### config.mk
export PLATFORM = sky130hd
export DESIGN_NAME = db9_splitter_scheduler_flat
export DESIGN_NICKNAME = d
export VERILOG_FILES = /design/src/rtl/db9_splitter_scheduler_if.sv /design/src/rtl/db9_splitter_scheduler.sv /design/src/flat_wrapper.sv
export SDC_FILE = /design/constraint.sdc
export NUM_CORES = 1
export LEC_CHECK = 0
export CORE_MARGIN = 2
export CORE_UTILIZATION = 51
export CTS_CLUSTER_SIZE = 30
export DETAILED_ROUTE_END_ITERATION = 10
export PLACE_DENSITY = 0.75
export SKIP_CTS_REPAIR_TIMING = 1
export SLEW_MARGIN = 5
export SYNTH_ARGS = -nofsm -noshare
export SYNTH_HDL_FRONTEND = slang
export SYNTH_SLANG_ARGS = --single-unit
### constraint.sdc
create_clock -name clk -period 2.3 [get_ports clk]
set_clock_uncertainty 0.1 [all_clocks]
set_input_delay 0.46 -clock clk [delete_from_list [all_inputs] [get_ports clk]]
set_output_delay 0.46 -clock clk [all_outputs]
set_load 0.005 [all_outputs]
### src/rtl/db9_splitter_scheduler_if.sv
// Signal bundle between the DB9 pins/control side and the splitter scheduler.
// The master side drives the raw pins and the mode select; the slave side
// (the scheduler) drives the splitter select and the committed joystick states.
interface db9_splitter_scheduler_if;
  logic       splitter_en;
  logic [5:0] db9_in;
  logic       sel_out;
  logic [5:0] joy1_out;
  logic [5:0] joy2_out;
  logic       joy1_valid;
  logic       joy2_valid;
  logic       glitch;

  modport master (
    output splitter_en, db9_in,
    input  sel_out, joy1_out, joy2_out, joy1_valid, joy2_valid, glitch
  );

  modport slave (
    input  splitter_en, db9_in,
    output sel_out, joy1_out, joy2_out, joy1_valid, joy2_valid, glitch
  );
endinterface

### src/rtl/db9_splitter_scheduler.sv
// Time-multiplexes one DB9 port between two joysticks through an external
// splitter. Each slot drives the select line, waits for the splitter to
// settle, takes two samples and commits the reading only if both agree.
// With the splitter disabled, the port is tracked directly as joystick 1.
module db9_splitter_scheduler #(
  parameter int SLOT_CYCLES   = 70000,
  parameter int SETTLE_CYCLES = 56
) (
  input logic                    clk,
  input logic                    rst_n,
  db9_splitter_scheduler_if.slave bus
);
  localparam int DATA_W = 6;
  localparam int CNT_W  = $clog2(SLOT_CYCLES);
  localparam logic [CNT_W-1:0]  SAMPLE_A_AT = CNT_W'(SETTLE_CYCLES);
  localparam logic [CNT_W-1:0]  SAMPLE_B_AT = CNT_W'(2 * SETTLE_CYCLES);
  localparam logic [CNT_W-1:0]  SLOT_LAST   = CNT_W'(SLOT_CYCLES - 1);
  localparam logic [DATA_W-1:0] RELEASED    = '1;

  typedef enum logic [1:0] {
    DIRECT = 2'd0,
    SLOT1  = 2'd1,
    SLOT2  = 2'd2
  } state_t;

  state_t            state;
  state_t            state_nxt;
  logic [CNT_W-1:0]  cnt;
  logic              slot_end;
  logic              in_slot;
  logic              keep_slot;
  logic              take_a;
  logic              take_b;

  logic [DATA_W-1:0] meta;
  logic [DATA_W-1:0] sync_in;
  logic [DATA_W-1:0] sample_a;
  logic [DATA_W-1:0] sample_b_p0;
  logic [DATA_W-1:0] sample_b_p1;
  logic              match_p1;
  logic              tgt_p0;
  logic              tgt_p1;
  logic              vld_p0;
  logic              vld_p1;

  // Slot sequencing: leave for DIRECT as soon as the splitter is disabled.
  always_comb begin
    state_nxt = state;
    slot_end  = (cnt == SLOT_LAST);
    case (state)
      DIRECT:  if (bus.splitter_en) state_nxt = SLOT1;
      SLOT1: begin
        if (!bus.splitter_en) state_nxt = DIRECT;
        else if (slot_end)    state_nxt = SLOT2;
      end
      SLOT2: begin
        if (!bus.splitter_en) state_nxt = DIRECT;
        else if (slot_end)    state_nxt = SLOT1;
      end
      default: state_nxt = SLOT1;
    endcase
  end

  assign in_slot   = (state != DIRECT);
  assign keep_slot = (state_nxt != DIRECT);
  assign take_a    = in_slot && (cnt == SAMPLE_A_AT);
  assign take_b    = in_slot && keep_slot && (cnt == SAMPLE_B_AT);

  // Two-flop synchronizer for the asynchronous pins; idle level is all released.
  always_ff @(posedge clk or negedge rst_n) begin
    if (!rst_n) begin
      meta    <= RELEASED;
      sync_in <= RELEASED;
    end else begin
      meta    <= bus.db9_in;
      sync_in <= meta;
    end
  end

  // State, slot counter and registered select; select flips on the wrap edge.
  always_ff @(posedge clk or negedge rst_n) begin
    if (!rst_n) begin
      state       <= SLOT1;
      cnt         <= '0;
      bus.sel_out <= 1'b1;
    end else begin
      state <= state_nxt;
      if (!in_slot || !keep_slot || slot_end) cnt <= '0;
      else                                    cnt <= cnt + CNT_W'(1);
      bus.sel_out <= (state_nxt != SLOT2);
    end
  end

  // Commit pipeline valids; cleared when leaving splitter mode so nothing stale commits.
  always_ff @(posedge clk or negedge rst_n) begin
    if (!rst_n) begin
      vld_p0 <= 1'b0;
      vld_p1 <= 1'b0;
    end else begin
      // p0: second sample taken
      vld_p0 <= take_b;
      // p1: samples compared
      vld_p1 <= vld_p0 && keep_slot;
    end
  end

  // Sample capture and compare datapath (no reset needed, qualified by the valids).
  always_ff @(posedge clk) begin
    if (take_a) sample_a <= sync_in;
    if (take_b) begin
      sample_b_p0 <= sync_in;
      tgt_p0      <= (state == SLOT2);
    end
    sample_b_p1 <= sample_b_p0;
    match_p1    <= (sample_b_p0 == sample_a);
    tgt_p1      <= tgt_p0;
  end

  // Output registers: direct tracking, stable-sample commit, or glitch report.
  always_ff @(posedge clk or negedge rst_n) begin
    if (!rst_n) begin
      bus.joy1_out   <= RELEASED;
      bus.joy2_out   <= RELEASED;
      bus.joy1_valid <= 1'b0;
      bus.joy2_valid <= 1'b0;
      bus.glitch     <= 1'b0;
    end else begin
      bus.joy1_valid <= 1'b0;
      bus.joy2_valid <= 1'b0;
      bus.glitch     <= 1'b0;
      if (!keep_slot) begin
        bus.joy2_out <= RELEASED;
        if (state == DIRECT) begin
          bus.joy1_out   <= sync_in;
          bus.joy1_valid <= (sync_in != bus.joy1_out);
        end
      end else if (vld_p1) begin
        // p2: committed to the selected joystick
        if (!match_p1) begin
          bus.glitch <= 1'b1;
        end else if (tgt_p1) begin
          bus.joy2_out   <= sample_b_p1;
          bus.joy2_valid <= 1'b1;
        end else begin
          bus.joy1_out   <= sample_b_p1;
          bus.joy1_valid <= 1'b1;
        end
      end
    end
  end
endmodule

### src/flat_wrapper.sv
// flat-port wrapper written by rule: the top's interface ports become plain ports
module db9_splitter_scheduler_flat 
#(
  parameter int SLOT_CYCLES   = 70000,
  parameter int SETTLE_CYCLES = 56
)
  (clk, rst_n, bus_splitter_en, bus_db9_in, bus_sel_out, bus_joy1_out, bus_joy2_out, bus_joy1_valid, bus_joy2_valid, bus_glitch);
  db9_splitter_scheduler_if bus_i ();
  input logic clk;
  input logic rst_n;
  input wire logic [$bits(bus_i.splitter_en)-1:0] bus_splitter_en;
  input wire logic [$bits(bus_i.db9_in)-1:0] bus_db9_in;
  output wire logic [$bits(bus_i.sel_out)-1:0] bus_sel_out;
  output wire logic [$bits(bus_i.joy1_out)-1:0] bus_joy1_out;
  output wire logic [$bits(bus_i.joy2_out)-1:0] bus_joy2_out;
  output wire logic [$bits(bus_i.joy1_valid)-1:0] bus_joy1_valid;
  output wire logic [$bits(bus_i.joy2_valid)-1:0] bus_joy2_valid;
  output wire logic [$bits(bus_i.glitch)-1:0] bus_glitch;
  assign bus_i.splitter_en = bus_splitter_en;
  assign bus_i.db9_in = bus_db9_in;
  assign bus_sel_out = bus_i.sel_out;
  assign bus_joy1_out = bus_i.joy1_out;
  assign bus_joy2_out = bus_i.joy2_out;
  assign bus_joy1_valid = bus_i.joy1_valid;
  assign bus_joy2_valid = bus_i.joy2_valid;
  assign bus_glitch = bus_i.glitch;
  db9_splitter_scheduler #(.SLOT_CYCLES(SLOT_CYCLES), .SETTLE_CYCLES(SETTLE_CYCLES)) u_core (.clk(clk), .rst_n(rst_n), .bus(bus_i));
endmodule
# Yosys cells after proc, flatten, opt, wreduce, memory -nomap -nowiden
# Index checks and enable logic that the tools add are counted.
[op_classes]
addsub = 1
eq_ne = 12
n_mux = 28
reduce_logical = 14
[op_table]
columns = ["cell", "count"]
rows = [
  ["$mux 6", 9],
  ["$add 17x1->17 const B", 1],
  ["$eq 17x17->1 const B", 1],
  ["$eq 17x6->1 const B", 1],
  ["$eq 17x7->1 const B", 1],
  ["$mux 17", 1],
  ["$mux 1", 12],
  ["$mux 2", 5],
  ["$ne 2x2->1 const B", 5],
  ["$eq 6x6->1", 1],
  ["$ne 6x6->1", 1],
  ["$pmux 2 s3", 1],
  ["$reduce_bool 2->1", 3],
  ["$logic_and 1x1->1", 4],
  ["$reduce_and 4->1", 1],
  ["$reduce_and 3->1", 1],
  ["$eq 2x1->1 const B", 1],
  ["$eq 2x2->1 const B", 1],
  ["$logic_not 1->1", 2],
  ["$logic_not 2->1", 1],
  ["$logic_or 1x1->1", 2],
]
[totals]
inputBits = 9
out_inout_bits = 16
elab_cells = 73
register_bits = 70

# Depth between registers and ports, before layout
[logic_depth]
ltp_word = 9
ltp_mapped = 6
ltp_nobuf = 5

# Worst setup path before layout
# OpenSTA, ideal clock, no wires.
[synth_timing]
kind = "flip-flop to flip-flop"
start = "reg u_core.state[0]"
end = "reg u_core.sample_b_p0[0], enable pin"
slack_ns = -0.084
setup_ns = 0.396
period_less_slack_ns = 2.384
path_stages_with_launch = 5
t_required_ns = 1.804
n_path_buf = 0
t_arrival_ns = 1.888
cell_sequence = "dfstp_2 nor2_1 nor4_1 nand4_1 nor4b_1"
[synth_between]
elab_chain_len = 6
elab_cells_between_ends = 13
classes_between = "eq/ne: 2; mux: 6; reduce/logical: 5"
[synth_rtl]
columns = ["element", "line", "text"]
rows = [
  ["start, declared", "db9_splitter_scheduler.sv:26", "state_t state;"],
  ["start signal, assigned", "db9_splitter_scheduler.sv:87", "state <= state_nxt;"],
  ["$mux 2, on equally long branches", "db9_splitter_scheduler.sv:58, db9_splitter_scheduler.sv:54", ""],
  ["$mux 2, on equally long branches", "db9_splitter_scheduler.sv:57, db9_splitter_scheduler.sv:53", ""],
  ["$pmux 2 s3", "db9_splitter_scheduler.sv:50", "case (state)"],
  ["$reduce_bool 2->1", "db9_splitter_scheduler.sv:65", "assign keep_slot = (state_nxt != DIRECT);"],
  ["$logic_and 1x1->1 * (2 in series)", "db9_splitter_scheduler.sv:67", "assign take_b = in_slot && keep_slot && (cnt == SAMPLE_B_AT);"],
  ["net u_core.take_b", "db9_splitter_scheduler.sv:33", "logic take_b;"],
  ["end signal, assigned", "db9_splitter_scheduler.sv:111", "sample_b_p0 <= sync_in;"],
  ["end, declared", "db9_splitter_scheduler.sv:38", "logic [DATA_W-1:0] sample_b_p0;"],
]
# Mark *: on every way through the listed nets, which the timed path passes. The rest lies on a longest branch.
# A chain may end at the register's enable or synchronous reset.

# Worst setup path in the final report
[layout_timing]
start = "reg u_core.bus.joy1_out[2]"
end = "out bus_joy1_out[2]"
[layout_rtl]
columns = ["element", "line", "text"]
rows = [
  ["start, declared", "db9_splitter_scheduler_if.sv:21", "output sel_out, joy1_out, joy2_out, joy1_valid, joy2_valid, glitch"],
  ["start signal, assigned", "db9_splitter_scheduler.sv:134", "bus.joy1_out <= sync_in;"],
  ["start signal, assigned", "db9_splitter_scheduler.sv:145", "bus.joy1_out <= sample_b_p1;"],
  ["end, declared", "flat_wrapper.sv:14", "output wire logic [$bits(bus_i.joy1_out)-1:0] bus_joy1_out;"],
]
# No word-level cell between the ends.

==> flow_summary.yaml <==
place:
  hpwlAfterDp_mm: 3.299
  gp_congestion: 0.8189
  placed_area_mm2: 0.003136
  io_buffers: 24
critical_path:
  crit_fanout: 3
  worstPathArrival_ns: 1.40
  crit_chain: "clkdlybuf4s50_1"
  r2r_setup_slack_ns: 0.35
  worstSetupPathDepth: 1
  worstSetupPathType: "reg -> out"
  crit_slowest_cell: "dfstp_2"
  end_kind: "output port"
  crit_path_end: "bus_joy1_out[2]"
  path_delay_family: "flip-flops"
  worstPathRequired_ns: 1.74
  r2r-start: "u_core.cnt[0]"
  r2r_end: "u_core.cnt[13]"
  cp-startpoint: "u_core.bus.joy1_out[2]"
  path_buf_inv: 1
  critPathMaxStageDelay_ns: 0.56
  cp-start-kind: "flip-flop"
  ff2ff_path_depth: 5
grt:
  grt_pass1_wl_mm: 8.418
  met2_usage: 0.2509
  grt_pass1_vias: 1730
  grt_util_all_layers: 0.1837
  grt_max_degree: 22
  busiest_layer: "met1"
  globalRouteMet3Util: 0.03488
  gr-usage-met1: 0.2653
  antenna_found_initial: 0
  grt_overflow: 0
job:
  cap_violations: 0
layout:
  nets: 277
  final_common_cell: "nand2_1"
  layout_common_cells: "31 x nand2_1, 27 x nor2_1, 26 x dfstp_2, 23 x clkdlybuf4s50_1, 23 x dfrtp_1"
  area_delta_synth_final_pct: 20.23
  fin_area_mm2: 0.003346
  num_antenna_cells: 0
  drive_above_1_share: 0.2066
synth:
  synth_enable_flop_cells: 13
  synth_seq_cells: 70
  yosys_warnings: 0
  synth_area_per_cell_um2: 12.10
  ys_types: 38
  syn-num-nets: 241
  synth_area_mm2: 0.002783
  synth-seq-area-share: 0.6502
  synthFlopType: "dfstp_2"
  netlist_instances: 230
  async_reset_ff_frac: 0.7000
clocking:
  cts_max_level: 3
  cts_tree: "built"
  cts-root-buf: "clkbuf_8"
  cts_made_buffers: 9
  cts.sinks: 70
  cts.clk_slew.worst_paths_ns: 0.08
  clockBufferDepth: 2
  clk-insertion-delay-late_ns: 0.34
floorplanning:
  die_h_um: 77.87
  core.rowCount: 26
  core_mm2: 0.005172
  dieArea_mm2: 0.006063
  io_pins: 25
  dieWidth_um: 77.87
  initial_core_util: 0.5380
route:
  route.detailed.wl_per_inst_um: 13.92
  wirelength_mm: 4.746
  vias_per_cell: 5.240
  vias: 1787
  ant_nets: 0
  initialDrtViolationCount: 146
  firstDrtPassIters: 4
  post-route-drc-count: 0
pwr:
  power_density_mw_per_mm2: 733.2
  p_leak_uw: 0.001277
  ir_drop_mv: 0.4645
run_status:
  status: "finished clean"
sta:
  setup_violations: 0
  rsz0062_at_grt: "no"
  drv_slew: 0
  tightest_slew_ns: 0.4398
  period_share: 0.8529
  finalHoldViolations: 0
  clock.fmax_mhz: 509.8
  period_needed_ns: 1.962
  worst_slew_margin_rel: 0.7041
  fin_tns_setup_ns: 0
  hold_ws_ns: 0.2420
hold_path:
  hp-class: "reg -> reg"
  min-delay-start: "u_core.tgt_p0"
==> registers in the layout, indices dropped and copies added, names as in the netlist, 2 cells and up <==
register,flops
u_core.cnt,17
u_core.sample_a,6
u_core.sync_in,6
u_core.bus.joy2_out,6
u_core.state,2
u_core.meta,6
u_core.sample_b_p0,6
u_core.sample_b_p1,6
u_core.bus.joy1_out,6
==> cell type report <==
type                       count  area [um^2]
multi-input combinational    149        927.1
fill                         384         1827
clock buffer                  11        141.4
clock inverter                 5        58.81
tap                           70        87.58
inverter                       5        18.77
timing repair buffer          31        302.8
sequential                    70         1809
==> per-stage QoR <==
stage               std cells  total power (uW)  setup slack, ns  utilization
floorplan                 230              1413           0.2751            -
global route              341              2551           0.1948       0.6468
finish                    341              2453           0.3384       0.6468
detailed placement        324              1497           0.1926       0.6062
CTS                       340              2482           0.3196       0.6449
global placement          324              1492           0.2139       0.6062
==> Yosys cell counts (all sizes together), types with 4 or more instances <==
| library cell | number | share of area |
|---|---|---|
| nor2 | 27 | 0.036 |
| nand3 | 12 | 0.023 |
| a31oi | 7 | 0.016 |
| xnor2 | 20 | 0.063 |
| dfstp | 26 | 0.25 |
| dfxtp | 8 | 0.058 |
| nor3 | 9 | 0.018 |
| nand2 | 31 | 0.042 |
| nor4 | 8 | 0.023 |
| nand4 | 7 | 0.016 |
| xor2 | 6 | 0.019 |
| edfxtp | 13 | 0.14 |
| buf | 4 | 0.0094 |
| nor3b | 4 | 0.011 |
| inv | 5 | 0.0067 |
| dfrtp | 23 | 0.21 |
==> routing by layer <==
metal | routed length, um | vias to the layer above
met4 | 157 | 0
met5 | 0 | -
met2 | 2038 | 53
met1 | 2361 | 855
met3 | 189 | 13
li1 | - | 866
==> where the power goes <==
group          switching, uW  internal (uW)  total (uW)  leakage [uW]
Clock                    449            531         980     0.0000921
Combinational           64.4           72.0         136      0.000405
Sequential              27.2           1310        1340      0.000779
==> worst min path at each step <==
stage	to	slack, ns	depth (start not counted)
2_1_floorplan	u_core.bus.glitch	0.06	0
3_3_place_gp	u_core.tgt_p1	0.23	0
3_5_place_dp	u_core.tgt_p1	0.23	0
4_1_cts	u_core.cnt[11]	-0.10	1
5_1_grt	u_core.tgt_p1	0.25	0
6_report	u_core.tgt_p1	0.24	0
==> cell families after synthesis <==
kind of cell | after synthesis | share of synthesized area
mux | 1 | 0.003597
fa+ha+maj | 2 | 0.008991
xor+xnor | 26 | 0.08184
buf+inv | 11 | 0.01888
flops | 70 | 0.6502
simple gates | 105 | 0.1889
compound gates | 15 | 0.04766
Power figures use the tool's default switching activity.
